<file path="src/rtl/conv_pkg.sv">
// Shared state encoding and border-flag bit positions for the convolution
// frame sequencer.
package conv_pkg;

    typedef enum logic [1:0] {
        S_IDLE,
        S_VSYNC,
        S_FRAME,
        S_FLUSH
    } ctrl_state_t;

    localparam int unsigned BRD_LEFT   = 3;
    localparam int unsigned BRD_RIGHT  = 2;
    localparam int unsigned BRD_TOP    = 1;
    localparam int unsigned BRD_BOTTOM = 0;

endpackage

</file>
<file path="src/rtl/raster_counter.sv">
// Column/row raster position counter with clear, advance and forced new-line.
// Columns wrap at W-1; rows saturate at H-1.
module raster_counter #(
    parameter int unsigned W  = 640,
    parameter int unsigned H  = 480,
    parameter int unsigned CW = $clog2(W),
    parameter int unsigned RW = $clog2(H)
) (
    input  logic          clk,
    input  logic          rst_ni,
    input  logic          clr_i,
    input  logic          en_i,
    input  logic          nl_i,
    output logic [CW-1:0] col_o,
    output logic [RW-1:0] row_o,
    output logic          col_last_o,
    output logic          row_last_o
);

    logic [CW-1:0] col_q, col_d;
    logic [RW-1:0] row_q, row_d;
    logic [RW-1:0] row_inc;

    assign col_last_o = (col_q == CW'(W - 1));
    assign row_last_o = (row_q == RW'(H - 1));
    // Overrunning rows stay pinned to the bottom line instead of wrapping.
    assign row_inc    = row_last_o ? row_q : row_q + 1'b1;

    always_comb begin
        col_d = col_q;
        row_d = row_q;
        if (clr_i) begin
            col_d = '0;
            row_d = '0;
        end else if (nl_i) begin
            col_d = '0;
            row_d = row_inc;
        end else if (en_i) begin
            if (col_last_o) begin
                col_d = '0;
                row_d = row_inc;
            end else begin
                col_d = col_q + 1'b1;
            end
        end
    end

    always_ff @(posedge clk) begin
        if (!rst_ni) begin
            col_q <= '0;
            row_q <= '0;
        end else begin
            col_q <= col_d;
            row_q <= row_d;
        end
    end

    assign col_o = col_q;
    assign row_o = row_q;

endmodule

</file>
<file path="src/rtl/conv_frame_ctrl.sv">
// Frame sequencer for the 3x3 convolution window: sync decode, shift gating,
// centre-pixel tracking with border flags, per-frame config and end-of-frame flush.
module conv_frame_ctrl
    import conv_pkg::*;
#(
    parameter int unsigned LINE_WIDTH   = 640,
    parameter int unsigned FRAME_HEIGHT = 480,
    parameter int unsigned KSEL_W       = 2
) (
    input  logic                            clk,
    input  logic                            rst_ni,
    input  logic                            vs_ni,
    input  logic                            hs_ni,
    input  logic                            blank_ni,
    input  logic [KSEL_W-1:0]               cfg_ksel_i,
    input  logic                            cfg_bypass_i,
    output logic                            win_en_o,
    output logic                            flush_o,
    output logic                            ctr_valid_o,
    output logic [$clog2(LINE_WIDTH)-1:0]   ctr_col_o,
    output logic [$clog2(FRAME_HEIGHT)-1:0] ctr_row_o,
    output logic [3:0]                      border_o,
    output logic [KSEL_W-1:0]               ksel_o,
    output logic                            bypass_o,
    output logic                            frame_start_o,
    output logic                            line_err_o
);

    localparam int unsigned CW = $clog2(LINE_WIDTH);
    localparam int unsigned RW = $clog2(FRAME_HEIGHT);
    localparam int unsigned SW = $clog2(LINE_WIDTH + 2);
    localparam int unsigned FW = $clog2(LINE_WIDTH + 1);
    localparam logic [SW-1:0] SH_CTR  = SW'(LINE_WIDTH + 1);
    localparam logic [FW-1:0] FL_LAST = FW'(LINE_WIDTH);

    ctrl_state_t       state_q, state_d;
    logic              vs_prev_q, vs_prev_d, blank_prev_q, blank_prev_d;
    logic [SW-1:0]     sh_cnt_q, sh_cnt_d;
    logic [FW-1:0]     fl_cnt_q, fl_cnt_d;
    logic              first_q, first_d, in_done_q, in_done_d, ctr_done_q, ctr_done_d;
    logic              win_en_q, win_en_d, flush_q, flush_d, ctr_valid_q, ctr_valid_d;
    logic [CW-1:0]     ctr_col_q, ctr_col_d;
    logic [RW-1:0]     ctr_row_q, ctr_row_d;
    logic [3:0]        border_q, border_d;
    logic [KSEL_W-1:0] ksel_q, ksel_d;
    logic              bypass_q, bypass_d, frame_start_q, frame_start_d, line_err_q, line_err_d;

    logic              vs_rise, shift, start_frame;
    logic              in_clr, in_en, in_nl, c_clr, c_en;
    logic [CW-1:0]     in_col, c_col;
    logic [RW-1:0]     in_row, c_row;
    logic              in_col_last, in_row_last, c_col_last, c_row_last;
    logic              unused_ok;

    // Line boundaries come from blank_ni; hs_ni is carried for interface compatibility.
    assign unused_ok = ^{hs_ni, in_row};

    raster_counter #(.W(LINE_WIDTH), .H(FRAME_HEIGHT), .CW(CW), .RW(RW)) u_in (
        .clk(clk), .rst_ni(rst_ni), .clr_i(in_clr), .en_i(in_en), .nl_i(in_nl),
        .col_o(in_col), .row_o(in_row), .col_last_o(in_col_last), .row_last_o(in_row_last)
    );

    raster_counter #(.W(LINE_WIDTH), .H(FRAME_HEIGHT), .CW(CW), .RW(RW)) u_ctr (
        .clk(clk), .rst_ni(rst_ni), .clr_i(c_clr), .en_i(c_en), .nl_i(1'b0),
        .col_o(c_col), .row_o(c_row), .col_last_o(c_col_last), .row_last_o(c_row_last)
    );

    always_comb begin
        state_d       = state_q;
        vs_prev_d     = vs_ni;
        blank_prev_d  = blank_ni;
        sh_cnt_d      = sh_cnt_q;
        fl_cnt_d      = fl_cnt_q;
        first_d       = first_q;
        in_done_d     = in_done_q;
        ctr_done_d    = ctr_done_q;
        win_en_d      = 1'b0;
        flush_d       = 1'b0;
        ctr_valid_d   = 1'b0;
        ctr_col_d     = '0;
        ctr_row_d     = '0;
        border_d      = '0;
        ksel_d        = ksel_q;
        bypass_d      = bypass_q;
        frame_start_d = 1'b0;
        line_err_d    = line_err_q;
        vs_rise       = vs_ni && !vs_prev_q;
        shift         = 1'b0;
        start_frame   = 1'b0;
        in_clr        = 1'b0;
        in_en         = 1'b0;
        in_nl         = 1'b0;
        c_clr         = 1'b0;
        c_en          = 1'b0;

        case (state_q)
            S_IDLE: begin
                if (!vs_ni) state_d = S_VSYNC;
            end
            S_VSYNC: begin
                if (vs_rise) start_frame = 1'b1;
            end
            S_FRAME: begin
                if (!vs_ni) begin
                    state_d  = (sh_cnt_q >= SH_CTR) ? S_FLUSH : S_VSYNC;
                    fl_cnt_d = '0;
                end else if (blank_ni) begin
                    shift = 1'b1;
                    in_en = 1'b1;
                    if (in_done_q) line_err_d = 1'b1;
                    if (in_col_last && in_row_last) in_done_d = 1'b1;
                    if (first_q) begin
                        frame_start_d = 1'b1;
                        first_d       = 1'b0;
                    end
                end else if (blank_prev_q && (in_col != '0)) begin
                    line_err_d = 1'b1;
                    in_nl      = 1'b1;
                end
            end
            S_FLUSH: begin
                shift    = 1'b1;
                flush_d  = 1'b1;
                fl_cnt_d = fl_cnt_q + 1'b1;
                // A rise on the final flush cycle already honours the minimum
                // vsync width, so it opens the next frame instead of being lost.
                if (fl_cnt_q == FL_LAST) begin
                    if (vs_rise) start_frame = 1'b1;
                    else         state_d = S_VSYNC;
                end else if (vs_rise) begin
                    line_err_d = 1'b1;
                end
            end
            default: state_d = S_IDLE;
        endcase

        if (shift) begin
            win_en_d = 1'b1;
            if (sh_cnt_q != SH_CTR) sh_cnt_d = sh_cnt_q + 1'b1;
            if ((sh_cnt_q >= SH_CTR) && !ctr_done_q) begin
                ctr_valid_d          = 1'b1;
                c_en                 = 1'b1;
                ctr_col_d            = c_col;
                ctr_row_d            = c_row;
                border_d[BRD_LEFT]   = (c_col == '0);
                border_d[BRD_RIGHT]  = c_col_last;
                border_d[BRD_TOP]    = (c_row == '0);
                border_d[BRD_BOTTOM] = c_row_last;
                if (c_col_last && c_row_last) ctr_done_d = 1'b1;
            end
        end

        if (start_frame) begin
            state_d    = S_FRAME;
            ksel_d     = cfg_ksel_i;
            bypass_d   = cfg_bypass_i;
            in_clr     = 1'b1;
            c_clr      = 1'b1;
            sh_cnt_d   = '0;
            first_d    = 1'b1;
            in_done_d  = 1'b0;
            ctr_done_d = 1'b0;
        end
    end

    always_ff @(posedge clk) begin
        if (!rst_ni) begin
            state_q       <= S_IDLE;
            vs_prev_q     <= 1'b0;
            blank_prev_q  <= 1'b0;
            sh_cnt_q      <= '0;
            fl_cnt_q      <= '0;
            first_q       <= 1'b0;
            in_done_q     <= 1'b0;
            ctr_done_q    <= 1'b0;
            win_en_q      <= 1'b0;
            flush_q       <= 1'b0;
            ctr_valid_q   <= 1'b0;
            ctr_col_q     <= '0;
            ctr_row_q     <= '0;
            border_q      <= '0;
            ksel_q        <= '0;
            bypass_q      <= 1'b0;
            frame_start_q <= 1'b0;
            line_err_q    <= 1'b0;
        end else begin
            state_q       <= state_d;
            vs_prev_q     <= vs_prev_d;
            blank_prev_q  <= blank_prev_d;
            sh_cnt_q      <= sh_cnt_d;
            fl_cnt_q      <= fl_cnt_d;
            first_q       <= first_d;
            in_done_q     <= in_done_d;
            ctr_done_q    <= ctr_done_d;
            win_en_q      <= win_en_d;
            flush_q       <= flush_d;
            ctr_valid_q   <= ctr_valid_d;
            ctr_col_q     <= ctr_col_d;
            ctr_row_q     <= ctr_row_d;
            border_q      <= border_d;
            ksel_q        <= ksel_d;
            bypass_q      <= bypass_d;
            frame_start_q <= frame_start_d;
            line_err_q    <= line_err_d;
        end
    end

    assign win_en_o      = win_en_q;
    assign flush_o       = flush_q;
    assign ctr_valid_o   = ctr_valid_q;
    assign ctr_col_o     = ctr_col_q;
    assign ctr_row_o     = ctr_row_q;
    assign border_o      = border_q;
    assign ksel_o        = ksel_q;
    assign bypass_o      = bypass_q;
    assign frame_start_o = frame_start_q;
    assign line_err_o    = line_err_q;

endmodule

</file>
<file path="config.mk">
export PLATFORM = sky130hd
export DESIGN_NAME = conv_frame_ctrl
export DESIGN_NICKNAME = d
export VERILOG_FILES = /design/src/rtl/conv_pkg.sv /design/src/rtl/raster_counter.sv /design/src/rtl/conv_frame_ctrl.sv
export SDC_FILE = /design/constraint.sdc
export NUM_CORES = 1
export LEC_CHECK = 0
export CORE_AREA = 2 2 88 90
export CTS_BUF_LIST = sky130_fd_sc_hd__clkbuf_4
export DETAILED_ROUTE_END_ITERATION = 7
export DIE_AREA = 0 0 90 92
export DONT_BUFFER_PORTS = 1
export PLACE_DENSITY = 0.74
export SLEW_MARGIN = 20
export SYNTH_ARGS = -nofsm -noshare
export SYNTH_HDL_FRONTEND = slang
export SYNTH_SLANG_ARGS = --single-unit
</file>
<file path="constraint.sdc">
create_clock -name clk -period 3.79 [get_ports clk]
set_input_delay 0.1895 -clock clk [delete_from_list [all_inputs] [get_ports clk]]
set_output_delay 0.1895 -clock clk [all_outputs]
set_load 0.02 [all_outputs]
</file>
==> results.yml <==
clock_network:
  cts_resized: 0
  cts_setup_buffers: 0
  cts_tree: "built"
  clock_latency_ns: 0.45
  cts_max_level: 3
  path_clk_slew_ns: 0.16
  cts-buffers-inserted: 9
  cts_root_buf: "clkbuf_4"
  cts_sinks: 96
  cts_buffer_depth: 2
routing:
  drt_iter0_drc: 165
  via_per_inst: 5.690
  drcViolationCount: 0
  first_pass_iters: 4
  num_vias: 3363
  drtAntennaViolNets: 0
  wirelength_mm: 8.204
  wl_per_cell_um: 13.88
final_layout:
  nFillCells: 657
  antennaDiodeCount: 0
  final_cells: 591
  multi_input_area_um2: 2175
  seq_area_um2: 1922
  drive_gt1_frac: 0.04908
  fin_nets: 504
  area_growth_pct: 6.428
synthesis:
  async_flop_share: 0
  synthTopCellsByArea: "dfxtp_1 45%, nor2_1 5.3%, xnor2_1 4.3%, ha_1 3.5%, mux2i_1 3.1%"
  yosysWarnings: 0
  syn-num-nets: 502
  synth_top_area_share: 0.4508
  synth_cells: 482
  synth_commonest_cells: "96 x dfxtp_1, 60 x nor2_1, 34 x nand2_1"
  synth_edf_count: 0
  synth_area_um2: 4263
  synth.avg_cell_area_um2: 8.844
  ys.flop_type: "dfxtp_1"
  synth_seq_cells: 96
  synth.most_common_cell: "dfxtp_1"
  yosysSeqAreaShare: 0.4508
  synth_area_leader_cell: "dfxtp_1"
  ys_types: 53
power:
  p_seq_frac: 0.627
  p_leak_nw: 1.624
  p_clk_frac: 0.340
  internal-power_mw: 1.247
  peakVddDrop_mv: 0.2021
  combPwrFrac: 0.033
  p_sw_mw: 0.3881
  power_density_nw_per_um2: 360.3
  switching_share: 0.2374
sta:
  setup_viol: 0
  tns_ns: 0
  worstMarginPinSlew_ns: 0.8679
  fin_crit_ns: 2.567
  hold_viol_final: 0
  fin_crit_sh: 0.6773
  rsz0062_at_grt: "no"
  fin_skew_ns: 0.02353
  clock.fmax_mhz: 389.5
  max-slew-margin-rel: 0.4193
  drv_slew: 0
setup_path:
  crit_arrival_ns: 2.94
  crit_start: "state_q[1]$_SDFFE_PN0P_"
  path_class: "flop to flop"
  required_ns: 4.16
  crit_path_end_kind: "flop"
  start_kind: "flop"
  timing.rr.start: "state_q[1]$_SDFFE_PN0P_"
  cp_max_fo: 15
grt:
  grt.overflow.total: 0
  grt_pass1_wl_mm: 14.06
  antenna_found_initial: 0
  grt_max_degree: 35
  grtUsageTotal: 0.2030
  grt_pass1_vias: 3117
placed_design:
  place_inst: 569
  portBuffers: 0
  gp_congestion: 0.8322
  hpwl_mm: 5.619
floorplan:
  die_w_um: 90
  dieArea_um2: 8280
  design.core.area_um2: 7447
  ioPinCount: 39
  start_util: 0.5724
  die_h_um: 92
  row_count: 32
job:
  drv_cap: 0
hold_path:
  hold_class: "input pin to flop"
  hold_start: "rst_ni"
outcome:
  outcome: "finished clean"
## area by class of cell
cell class | instances | area share
multi-input cells | 344 | 0.4793
flip-flops and latches | 96 | 0.4236
well taps | 102 | 0.02813
inverters | 25 | 0.02068
clock buffers | 10 | 0.01655
repair buffers | 8 | 0.01655
clock inverters | 6 | 0.01517
## logic make-up (layout without fill, tap and decap cells)
logic type | Yosys count | in the layout | synth area share
AND/OR/NAND/NOR | 228 | 228 | 0.2862
flip-flops | 96 | 96 | 0.4508
AO/OA/AOI/OAI | 64 | 64 | 0.1019
buffers and inverters | 42 | 49 | 0.03992
XOR/XNOR | 27 | 27 | 0.05547
multiplexers | 13 | 13 | 0.03052
adder cells (fa/ha/maj) | 12 | 12 | 0.03522
## sequential cells by signal, summed over array words and instances, names as in the netlist, 2 cells and up
name,flops
border_o,4
fl_cnt_q,10
state_q,2
ctr_row_o,9
sh_cnt_q,10
ksel_o,2
u_in.row_o,9
u_ctr.row_o,9
u_ctr.col_o,10
ctr_col_o,10
u_in.col_o,10
## power groups by stage
stage               logic (mW)  registers (mW)  clock network [mW]
finish                  0.0534            1.03               0.556
global route            0.0598            1.03               0.596
CTS                     0.0538            1.02               0.562
detailed placement      0.0456            1.05                   0
global placement        0.0444            1.05                   0
floorplan               0.0421            1.04                   0
## worst max-delay path: stages, from the launching register on
cell      delay [ns]
dfxtp_1         0.68
nand4b_2        0.20
or4_1           0.73
a21boi_4        0.23
or4_1           0.51
a21oi_1         0.15
## through the flow
step / power, mW / hold WS, ns / instance area, um^2 / setup slack (ns) / utilization
floorplan: 1.084 / 0.3112 / 4263 / 1.710 / -
global placement: 1.091 / 0.3154 / 4333 / 1.329 / 0.5818
detailed placement: 1.092 / 0.3237 / 4333 / 1.277 / 0.5818
CTS: 1.640 / 0.02697 / 4537 / 1.261 / 0.6092
global route: 1.682 / 0.04928 / 4537 / 1.126 / 0.6092
finish: 1.635 / 0.03007 / 4537 / 1.223 / 0.6092
## cell usage in the layout (no fill, tap or decap), types with 5 or more instances in the layout
cell and n:
nor3_1 15, and4_1 5, dfxtp_1 96, nand4_1 12, and3_1 20, xnor2_1 21
dlygate4sd3_1 6, nand3_1 21, a21oi_1 23, a211oi_1 5, ha_1 12, or3_1 10
xor2_1 6, o21ai_0 12, or4_1 8, inv_1 25, nand2_1 34, and2_1 8
mux2i_1 13, nor2_1 60, nor4_1 8, nand2b_1 9, clkbuf_4 10
## final timing paths
kind                                end  slack, ns  cells after the start
max reg2reg  u_in.row_o[8]$_SDFFE_PP0P_       1.22                      5
max          u_in.row_o[8]$_SDFFE_PP0P_       1.22                      5
min reg2reg  u_in.row_o[7]$_SDFFE_PP0P_       0.49                      2
min             ctr_row_o[0]$_SDFF_PN0_       0.03                      2
## per-layer routing
| layer | share of wire | up-vias | track usage |
|---|---|---|---|
| met1 | 0.48 | 1600 | 0.2526 |
| met2 | 0.47 | 49 | 0.3553 |
| li1 | - | 1701 | - |
| met3 | 0.028 | 13 | 0.03369 |
| met5 | 0 | - | 0 |
| met4 | 0.018 | 0 | 0.07436 |
## timing repair
action | CTS | global route
hold buffers | 6 | 0
endpoints found under the hold margin | 24 | 0
setup endpoints to repair | 0 | 0
No activity file was read; power rests on OpenSTA's default activity.
